**src/rtl/exposure_dose_ctrl_if.sv**
```systemverilog
// Purpose: groups the sequence-controller side of the exposure dose controller.
// Latency: wiring only, no storage.
// Backpressure: none; laser_on is a level-sensitive enable and clear_fault is a single-cycle request.
interface exposure_dose_ctrl_if;
   logic        laser_on;
   logic [15:0] dose_target;
   logic        clear_fault;
   logic        laser_pulse;
   logic [15:0] pulse_count;
   logic        dose_done;
   logic        dose_fault;
   logic        busy;

   // Sequence controller side
   modport master (
      output laser_on, dose_target, clear_fault,
      input  laser_pulse, pulse_count, dose_done, dose_fault, busy
   );

   // Dose controller side
   modport slave (
      input  laser_on, dose_target, clear_fault,
      output laser_pulse, pulse_count, dose_done, dose_fault, busy
   );
endinterface

```
**src/rtl/exposure_dose_ctrl.sv**
```systemverilog
// Purpose: fires target*PULSE_PERIOD cycles of registered laser pulses, then reports done or an interlock fault.
// Latency: every output is registered; the first pulse rises on the edge that samples laser_on=1 in IDLE.
// Backpressure: none; dropping laser_on mid-exposure aborts to a sticky fault, completion wins a same-cycle drop.
module exposure_dose_ctrl #(
   parameter int PULSE_PERIOD = 10,
   parameter int PULSE_WIDTH  = 2
) (
   input logic                 clk,
   input logic                 reset,
   exposure_dose_ctrl_if.slave ctl
);

   localparam logic [7:0] LAST_PHASE  = 8'(PULSE_PERIOD - 1);
   localparam logic [7:0] WIDTH_PHASE = 8'(PULSE_WIDTH);

   typedef enum logic [1:0] {
      IDLE,
      FIRE,
      DONE,
      FAULT
   } state_t;

   state_t      state_q, state_d;
   logic [7:0]  phase_q, phase_d;
   logic [7:0]  phase_inc;
   logic [15:0] target_q, target_d;
   logic [15:0] count_q, count_d;
   logic        pulse_q, pulse_d;
   logic        done_q, done_d;
   logic        fault_q, fault_d;
   logic        busy_q, busy_d;

   assign ctl.laser_pulse = pulse_q;
   assign ctl.pulse_count = count_q;
   assign ctl.dose_done   = done_q;
   assign ctl.dose_fault  = fault_q;
   assign ctl.busy        = busy_q;

   // State and output registers; reset clears everything immediately so the laser drops without a clock.
   always_ff @(posedge clk or posedge reset) begin
      if (reset) begin
         state_q  <= IDLE;
         phase_q  <= 8'd0;
         target_q <= 16'd0;
         count_q  <= 16'd0;
         pulse_q  <= 1'b0;
         done_q   <= 1'b0;
         fault_q  <= 1'b0;
         busy_q   <= 1'b0;
      end else begin
         state_q  <= state_d;
         phase_q  <= phase_d;
         target_q <= target_d;
         count_q  <= count_d;
         pulse_q  <= pulse_d;
         done_q   <= done_d;
         fault_q  <= fault_d;
         busy_q   <= busy_d;
      end
   end

   // Next-state and next-output logic; laser_pulse defaults low so it can only be high while firing.
   always_comb begin
      state_d   = state_q;
      phase_d   = phase_q;
      target_d  = target_q;
      count_d   = count_q;
      pulse_d   = 1'b0;
      done_d    = done_q;
      fault_d   = fault_q;
      busy_d    = busy_q;
      phase_inc = (phase_q == LAST_PHASE) ? 8'd0 : phase_q + 8'd1;

      case (state_q)
         IDLE: begin
            if (ctl.laser_on) begin
               if (ctl.dose_target != 16'd0) begin
                  // The target is captured once here and ignored for the rest of the exposure.
                  state_d  = FIRE;
                  target_d = ctl.dose_target;
                  phase_d  = 8'd0;
                  pulse_d  = 1'b1;
                  count_d  = 16'd1;
                  busy_d   = 1'b1;
               end else begin
                  state_d = DONE;
                  done_d  = 1'b1;
                  count_d = 16'd0;
               end
            end
         end

         FIRE: begin
            if ((phase_q == LAST_PHASE) && (count_q == target_q)) begin
               // Completion is checked before the interlock so a same-cycle drop still counts as done.
               state_d = DONE;
               phase_d = 8'd0;
               done_d  = 1'b1;
               busy_d  = 1'b0;
            end else if (!ctl.laser_on) begin
               // Abort: pulse_count keeps the number of pulses actually started.
               state_d = FAULT;
               phase_d = 8'd0;
               fault_d = 1'b1;
               busy_d  = 1'b0;
            end else begin
               phase_d = phase_inc;
               pulse_d = (phase_inc < WIDTH_PHASE);
               if (phase_inc == 8'd0) begin
                  count_d = count_q + 16'd1;
               end
            end
         end

         DONE: begin
            // Holding laser_on high keeps us here, so an exposure never re-arms without IDLE.
            if (!ctl.laser_on) begin
               state_d = IDLE;
               done_d  = 1'b0;
               count_d = 16'd0;
            end
         end

         FAULT: begin
            if (ctl.clear_fault && !ctl.laser_on) begin
               state_d = IDLE;
               fault_d = 1'b0;
               count_d = 16'd0;
            end
         end

         default: begin
            state_d = IDLE;
         end
      endcase
   end

endmodule

```
**src/flat_wrapper.sv**
```systemverilog
// flat-port wrapper written by rule: the top's interface ports become plain ports
module exposure_dose_ctrl_flat 
#(
   parameter int PULSE_PERIOD = 10,
   parameter int PULSE_WIDTH  = 2
)
  (clk, reset, ctl_laser_on, ctl_dose_target, ctl_clear_fault, ctl_laser_pulse, ctl_pulse_count, ctl_dose_done, ctl_dose_fault, ctl_busy);
  exposure_dose_ctrl_if ctl_i ();
  input logic clk;
  input logic reset;
  input wire logic [$bits(ctl_i.laser_on)-1:0] ctl_laser_on;
  input wire logic [$bits(ctl_i.dose_target)-1:0] ctl_dose_target;
  input wire logic [$bits(ctl_i.clear_fault)-1:0] ctl_clear_fault;
  output wire logic [$bits(ctl_i.laser_pulse)-1:0] ctl_laser_pulse;
  output wire logic [$bits(ctl_i.pulse_count)-1:0] ctl_pulse_count;
  output wire logic [$bits(ctl_i.dose_done)-1:0] ctl_dose_done;
  output wire logic [$bits(ctl_i.dose_fault)-1:0] ctl_dose_fault;
  output wire logic [$bits(ctl_i.busy)-1:0] ctl_busy;
  assign ctl_i.laser_on = ctl_laser_on;
  assign ctl_i.dose_target = ctl_dose_target;
  assign ctl_i.clear_fault = ctl_clear_fault;
  assign ctl_laser_pulse = ctl_i.laser_pulse;
  assign ctl_pulse_count = ctl_i.pulse_count;
  assign ctl_dose_done = ctl_i.dose_done;
  assign ctl_dose_fault = ctl_i.dose_fault;
  assign ctl_busy = ctl_i.busy;
  exposure_dose_ctrl #(.PULSE_PERIOD(PULSE_PERIOD), .PULSE_WIDTH(PULSE_WIDTH)) u_core (.clk(clk), .reset(reset), .ctl(ctl_i));
endmodule
```
**config.mk**
```make
export PLATFORM = sky130hd
export DESIGN_NAME = exposure_dose_ctrl_flat
export DESIGN_NICKNAME = d
export VERILOG_FILES = /design/src/rtl/exposure_dose_ctrl_if.sv /design/src/rtl/exposure_dose_ctrl.sv /design/src/flat_wrapper.sv
export SDC_FILE = /design/constraint.sdc
export NUM_CORES = 1
export LEC_CHECK = 0
export ABC_AREA = 1
export CAP_MARGIN = 20
export CORE_AREA = 2 2 83 85
export CTS_CLUSTER_SIZE = 25
export DETAILED_ROUTE_END_ITERATION = 16
export DIE_AREA = 0 0 85 87
export PLACE_DENSITY = 0.78
export SYNTH_ARGS = -nofsm -noshare
export SYNTH_HDL_FRONTEND = slang
export SYNTH_SLANG_ARGS = --single-unit
```
**constraint.sdc**
```tcl
create_clock -name clk -period 1.77 [get_ports clk]
set_clock_uncertainty 0.2 [all_clocks]
set_input_delay 0.354 -clock clk [delete_from_list [all_inputs] [get_ports clk]]
set_output_delay 0.354 -clock clk [all_outputs]
set_load 0.02 [all_outputs]
```
==> results of run 1 <==
-- report_power, final --
group	switching [uW]	leakage (uW)	internal [uW]
combinational	1830	0.00155	1350
sequential	233	0.000597	1340
clock	388	0.0000472	315
-- path summary, 6_finish.rpt --
check	from	end	slack, ns	depth (start not counted)
max	u_core.phase_q[1]	u_core.ctl.pulse_count[15]	-0.26	12
min	ctl_dose_target[3]	u_core.target_q[3]	0.11	3
max reg2reg	u_core.phase_q[1]	u_core.ctl.pulse_count[15]	-0.26	12
min reg2reg	u_core.ctl.dose_done	u_core.ctl.dose_done	0.29	2
max in group asynchronous	reset	u_core.phase_q[3]	0.94	3
min in group asynchronous	reset	u_core.target_q[1]	0.20	3
-- metrics by stage --
step           hold WS, ns  cells  instance area (um^2)  setup TNS (ns)  util (%)
3_5_place_dp        0.2648    599                  3832          -15.88     58.34
6_report            0.1112    627                  4410          -4.738     67.14
5_1_grt             0.1414    627                  4410          -6.844     67.14
3_3_place_gp        0.2620    599                  3832          -14.24     58.34
4_1_cts             0.2121    616                  4153          -4.432     63.22
2_1_floorplan       0.2625    421                  2855         -0.8076         -
-- cell families (layout without fill, tap and decap cells) --
logic type | after synthesis | in the layout | synth area share [%]
and+or+nand+nor | 258 | 259 | 38.58
buffers and inverters | 65 | 190 | 9.414
DFF | 46 | 46 | 40.48
AOI/OAI and AO/OA | 41 | 41 | 7.743
xor gates and xnor gates | 8 | 8 | 2.464
adders and majority gates | 3 | 3 | 1.320
-- Yosys cell counts (2+ instances only) --
cell type and n:
nor2_1 47, clkbuf_1 4, o32ai_1 2, ha_1 3, dfrtp_1 46, xor2_1 5, a21oi_1 7, buf_6 2
o21ai_0 27, inv_1 51, nand2_1 152, nor3_1 7, nand3_2 2, nor2_4 2, xnor2_1 3, nand2_4 2
inv_2 2, nand3_1 31, o22ai_1 4, nand4_1 10, nor2_2 2, clkbuf_2 3
-- layout make-up --
cell class | count | area (um^2) | area share (%)
multi-input cells | 311 | 1728 | 39.18
flip-flops and latches | 46 | 1155 | 26.18
repair buffers | 129 | 1131 | 25.65
inverters | 53 | 201.4 | 4.567
well taps | 80 | 100.1 | 2.270
clock buffers | 6 | 82.58 | 1.872
clock inverters | 2 | 12.51 | 0.2837
-- what timing repair did --
item,CTS,global route
pin swaps,14,43
setup endpoints to repair,65,53
buffers inserted,8,10
gates cloned,2,1
gates resized for setup,64,54
hold buffers,0,0
hold endpoints to repair,0,0
-- worst min-delay path: stages --
cell and delay, ns:
dlymetal6s2s_1 0.12, nand2_1 0.06, o21ai_0 0.06
-- per-layer routing --
layer	up-vias	wire (um)	track usage, %
met2	148	4767	44.03
met1	1563	3501	28.40
met4	0	382	11.98
li1	1569	-	-
met5	-	0	0
met3	38	592	3.886
-- sequential cells by signal, indices dropped and copies added, names as in the netlist --
name	cells
u_core.ctl.busy	1
u_core.ctl.dose_done	1
u_core.ctl.pulse_count	16
u_core.ctl.dose_fault	1
u_core.phase_q	8
u_core.ctl.laser_pulse	1
u_core.target_q	16
u_core.state_q	2
==> flow_summary.yaml, run 1 <==
finish:
  antenna_cells: 0
  layout.cells.most_common: "nand2_1"
  drive_above_1_share_pct: 31.08
  nNetsFinal: 569
  nFillCells: 490
  final_cell_mix: "nand2_1 (141), buf_4 (79), inv_1 (47)"
  areaGrowthSynthToFinish_pct: 55.08
critical_path:
  crit_family: "simple AND/OR/NAND/NOR gates"
  path_max_fanout: 8
  max_stage_delay_ns: 0.42
  critPathLaunchType: "flop"
  path_buf_inv: 1
  path_cells: "buf_6 -> ha_4 -> nand2_4 -> o21ai_1 -> nand2_1 -> nand2_1 -> nor2_2 -> nand3_2 -> nand2_4 -> nand2_4 -> nand2_1 -> nand2_1"
  endpoint_kind: "flop"
  cp_slowest_cell: "dfrtp_1"
  cp.required_ns: 1.78
  arrival_ns: 2.04
  path_class: "reg2reg"
  path_common_cell: "nand2_1"
clock_tree:
  cts-root-buf: "clkbuf_8"
  cts_tree: "built"
  cts_sinks: 46
  htree_levels: 2
  clock_path_buffers: 2
  cts-buffers-inserted: 5
  clk_latency_ns: 0.31
  clkSlewWorstSetupHoldPaths_ns: 0.09
yosys:
  ys_seq_elements: 46
  synth.avg_cell_area_um2: 6.755
  synth_area_um2: 2844
  synth-seq-area-share_pct: 40.48
  syn_inst: 421
  synthArstFlopShare_pct: 100.0
  synth_edf_count: 0
  yosys_warnings: 0
  yosys_most_used_dff: "dfrtp_1"
  yosysTopAreaCellShare_pct: 40.48
  synthesis.nets: 444
  synth_top_area_cell: "dfrtp_1"
  synthTopCellsByArea: "dfrtp_1 (40%), nand2_1 (20%), inv_1 (6.7%), nor2_1 (6.2%), nand3_1 (5.5%)"
  synth_cell_type_count: 29
route:
  drt_iter0_drc: 167
  drt-total-wl_um: 9244
  firstDrtPassIters: 5
  num_vias: 3318
  wl_per_cell_um: 14.74
  drc: 0
  ant_nets: 0
  viasPerCell: 5.292
floorplanning:
  die_w_um: 85
  coreArea_um2: 6569
  die_height_um: 87
  rows: 30
  fp.dieArea_um2: 7395
  initial_core_util_pct: 43.30
  pin_count: 40
sta:
  hold_viol: 0
  slew_headroom_pct: 75.40
  min_period_over_period_pct: 114.9
  worst_slew_pin_slew_ns: 0.3652
  rsz0062_at_grt: "yes"
  setup_slack_ns: -0.2631
  min_period_ns: 2.033
  setup_violations: 22
  slew_viol_final: 0
  clock.fmax_mhz: 491.9
global_route:
  antenna_found_initial: 0
  gr-usage-all-layers_pct: 24.51
  grt_pass1_vias: 3191
  gr-total-overflow: 0
  grt_max_degree: 47
  grt_first_pass_wirelength_um: 14350
power_and_ir_drop:
  power.total_uw: 5460
  p_per_area_nw_per_um2: 1238
  ir_drop_mv: 0.6698
  p_leak_uw: 0.002191
worst_hold_path:
  min_path_type: "in2reg"
status:
  status: "complete, but fails checks"
  violations: "setup timing"
place:
  hpwl_um: 5856
  place.gp.congestion: 0.9184
  numPortBuffers: 39
  place_ws_ns: -0.4070
run:
  drv_cap: 0
Power figures use the tool's default switching activity.
==> inputs of run 2 (changes only) <==
--- a/config.mk
+++ b/config.mk
@@ -11,7 +11,7 @@
 export CTS_CLUSTER_SIZE = 25
 export DETAILED_ROUTE_END_ITERATION = 16
 export DIE_AREA = 0 0 85 87
-export PLACE_DENSITY = 0.78
+export PLACE_DENSITY = 0.69
 export SYNTH_ARGS = -nofsm -noshare
 export SYNTH_HDL_FRONTEND = slang
 export SYNTH_SLANG_ARGS = --single-unit
==> run 2 against run 1 <==
Against the previous run: the flow still finishes with violations (setup timing); clock power is 18% higher; critical path type unchanged; sequential power hardly changed; sequential cell count stayed put; maximum frequency is 0.90% lower; critical endpoint is now u_core.ctl.pulse_count[2].
==> flow_summary.yaml, run 2 (synthesis results as in run 1) <==
clock_tree:
  cts_tree: "built"
  clkSlewWorstSetupHoldPaths_ns: 0.10
  cts-buffers-inserted: 5
  htree_levels: 2
  clock_path_buffers: 2
  clk_latency_ns: 0.32
  cts_sinks: 46
  cts-root-buf: "clkbuf_8"
critical_path:
  reg2reg_to: "u_core.ctl.pulse_count[2]"
  ff2ff_path_depth: 12
  critPathLaunchType: "flop"
  path_class: "reg2reg"
  cp.required_ns: 1.83
  path_cells: "inv_2 -> ha_4 -> nand3_4 -> nor2_4 -> buf_6 -> nor2_4 -> nor2_2 -> nand3_2 -> nand2_4 -> clkbuf_16 -> nand3_1 -> nand2_1"
  path_buf_inv: 3
  reg2reg_from: "u_core.phase_q[1]"
  cp.depth: 12
  crit_family: "simple AND/OR/NAND/NOR gates"
  arrival_ns: 2.11
  cp_slowest_cell: "dfrtp_1"
  ff2ff_setup_slack_ns: -0.28
  max_stage_delay_ns: 0.43
  path_max_fanout: 8
  path_common_cell: "nor2_4"
  endpoint_kind: "flop"
  crit_path_end: "u_core.ctl.pulse_count[2]"
  startpoint: "u_core.phase_q[1]"
route:
  drc: 0
  ant_nets: 0
  viasPerCell: 5.125
  drt_iter0_drc: 173
  drt-total-wl_um: 8969
  num_vias: 3203
  firstDrtPassIters: 5
  wl_per_cell_um: 14.35
status:
  violations: "setup timing"
  status: "complete, but fails checks"
place:
  hpwl_um: 5967
  numPortBuffers: 39
  place.gp.congestion: 0.9293
  place_ws_ns: -0.4843
sta:
  rsz0062_at_grt: "yes"
  slew_viol_final: 0
  hold_viol: 0
  setup_tns_ns: -5.281
  min_period_ns: 2.052
  worst_slew_pin_slew_ns: 0.3765
  slew_headroom_pct: 74.71
  clock.fmax_mhz: 487.4
  setup_slack_ns: -0.2815
  setup_violations: 22
  hold_ws_ns: 0.1771
  min_period_over_period_pct: 115.9
finish:
  layout.cells.most_common: "nand2_1"
  nNetsFinal: 567
  drive_above_1_share_pct: 28.44
  antenna_cells: 0
  areaGrowthSynthToFinish_pct: 53.67
  final_cell_mix: "nand2_1 (140), buf_4 (76), inv_1 (47)"
power_and_ir_drop:
  p_comb_share_pct: 55.0
  clock_power_share_pct: 15.6
  pwr-share-seq_pct: 29.5
  swShare_pct: 42.95
  p_leak_uw: 0.002174
  ir_drop_mv: 0.9431
  switching_power_uw: 2282
  internal-power_uw: 3032
  p_per_area_nw_per_um2: 1216
floorplanning:
  initial_core_util_pct: 43.30
  die_height_um: 87
  pin_count: 40
  rows: 30
  die_w_um: 85
  fp.dieArea_um2: 7395
  coreArea_um2: 6569
global_route:
  antenna_found_initial: 0
  grt_first_pass_wirelength_um: 13630
  gr-usage-all-layers_pct: 23.19
  grt_pass1_vias: 2996
  gr-total-overflow: 0
  grt_max_degree: 47
run:
  drv_cap: 0
worst_hold_path:
  min_path_type: "in2async"
## run 2: per-stage QoR
step	util, %	power (uW)	std cells	cell area (um^2)
CTS	62.02	4822	618	4074
floorplan	-	2909	421	2855
global placement	59.22	3831	605	3890
global route	66.53	5703	625	4370
finish	66.53	5314	625	4370
detailed placement	59.22	3896	605	3890
## run 2: per-layer routing
metal / share of wire (%) / track usage, % / vias to the layer above
met1: 41 / 30.46 / 1523
met3: 5.5 / 5.024 / 16
met2: 51 / 38.14 / 96
met4: 2.2 / 7.792 / 0
li1: - / - / 1568
met5: 0 / 0 / -
## run 2: tightest hold or removal path: stages
cell and delay [ns]:
clkdlybuf4s50_1 0.41, inv_2 0.07, buf_12 0.25
## run 2: what timing repair did
item,in CTS,in global routing
pin swaps,6,25
buffers inserted,6,6
setup endpoints to repair,62,53
gates cloned,0,2
hold buffers,0,0
resized for setup,40,65
## run 2: layout make-up
| type | count | area [um^2] |
|---|---|---|
| Fill cell | 555 | 2198 |
| Multi-Input combinational cell | 311 | 1682 |
| Sequential cell | 46 | 1156 |
| Timing Repair Buffer | 127 | 1119 |
| Inverter | 53 | 203.9 |
| Tap cell | 80 | 100.1 |
| Clock buffer | 6 | 72.57 |
| Clock inverter | 2 | 37.54 |
## run 2: worst min path at each step
stage                            to  slack (ns)  cells after the start
4_1_cts           u_core.phase_q[5]        0.19                      3
3_3_place_gp   u_core.ctl.dose_done        0.26                      2
5_1_grt          u_core.target_q[1]        0.22                      3
6_report         u_core.target_q[1]        0.18                      3
3_5_place_dp   u_core.ctl.dose_done        0.27                      2
2_1_floorplan   u_core.target_q[10]        0.26                      2
## run 2: power groups by stage
stage / Combinational (uW) / Sequential, uW / Clock, uW
2_1_floorplan: 1300 / 1600 / 0
3_3_place_gp: 2280 / 1550 / 0
3_5_place_dp: 2350 / 1550 / 0
4_1_cts: 2440 / 1540 / 841
5_1_grt: 3210 / 1610 / 884
6_report: 2920 / 1570 / 827
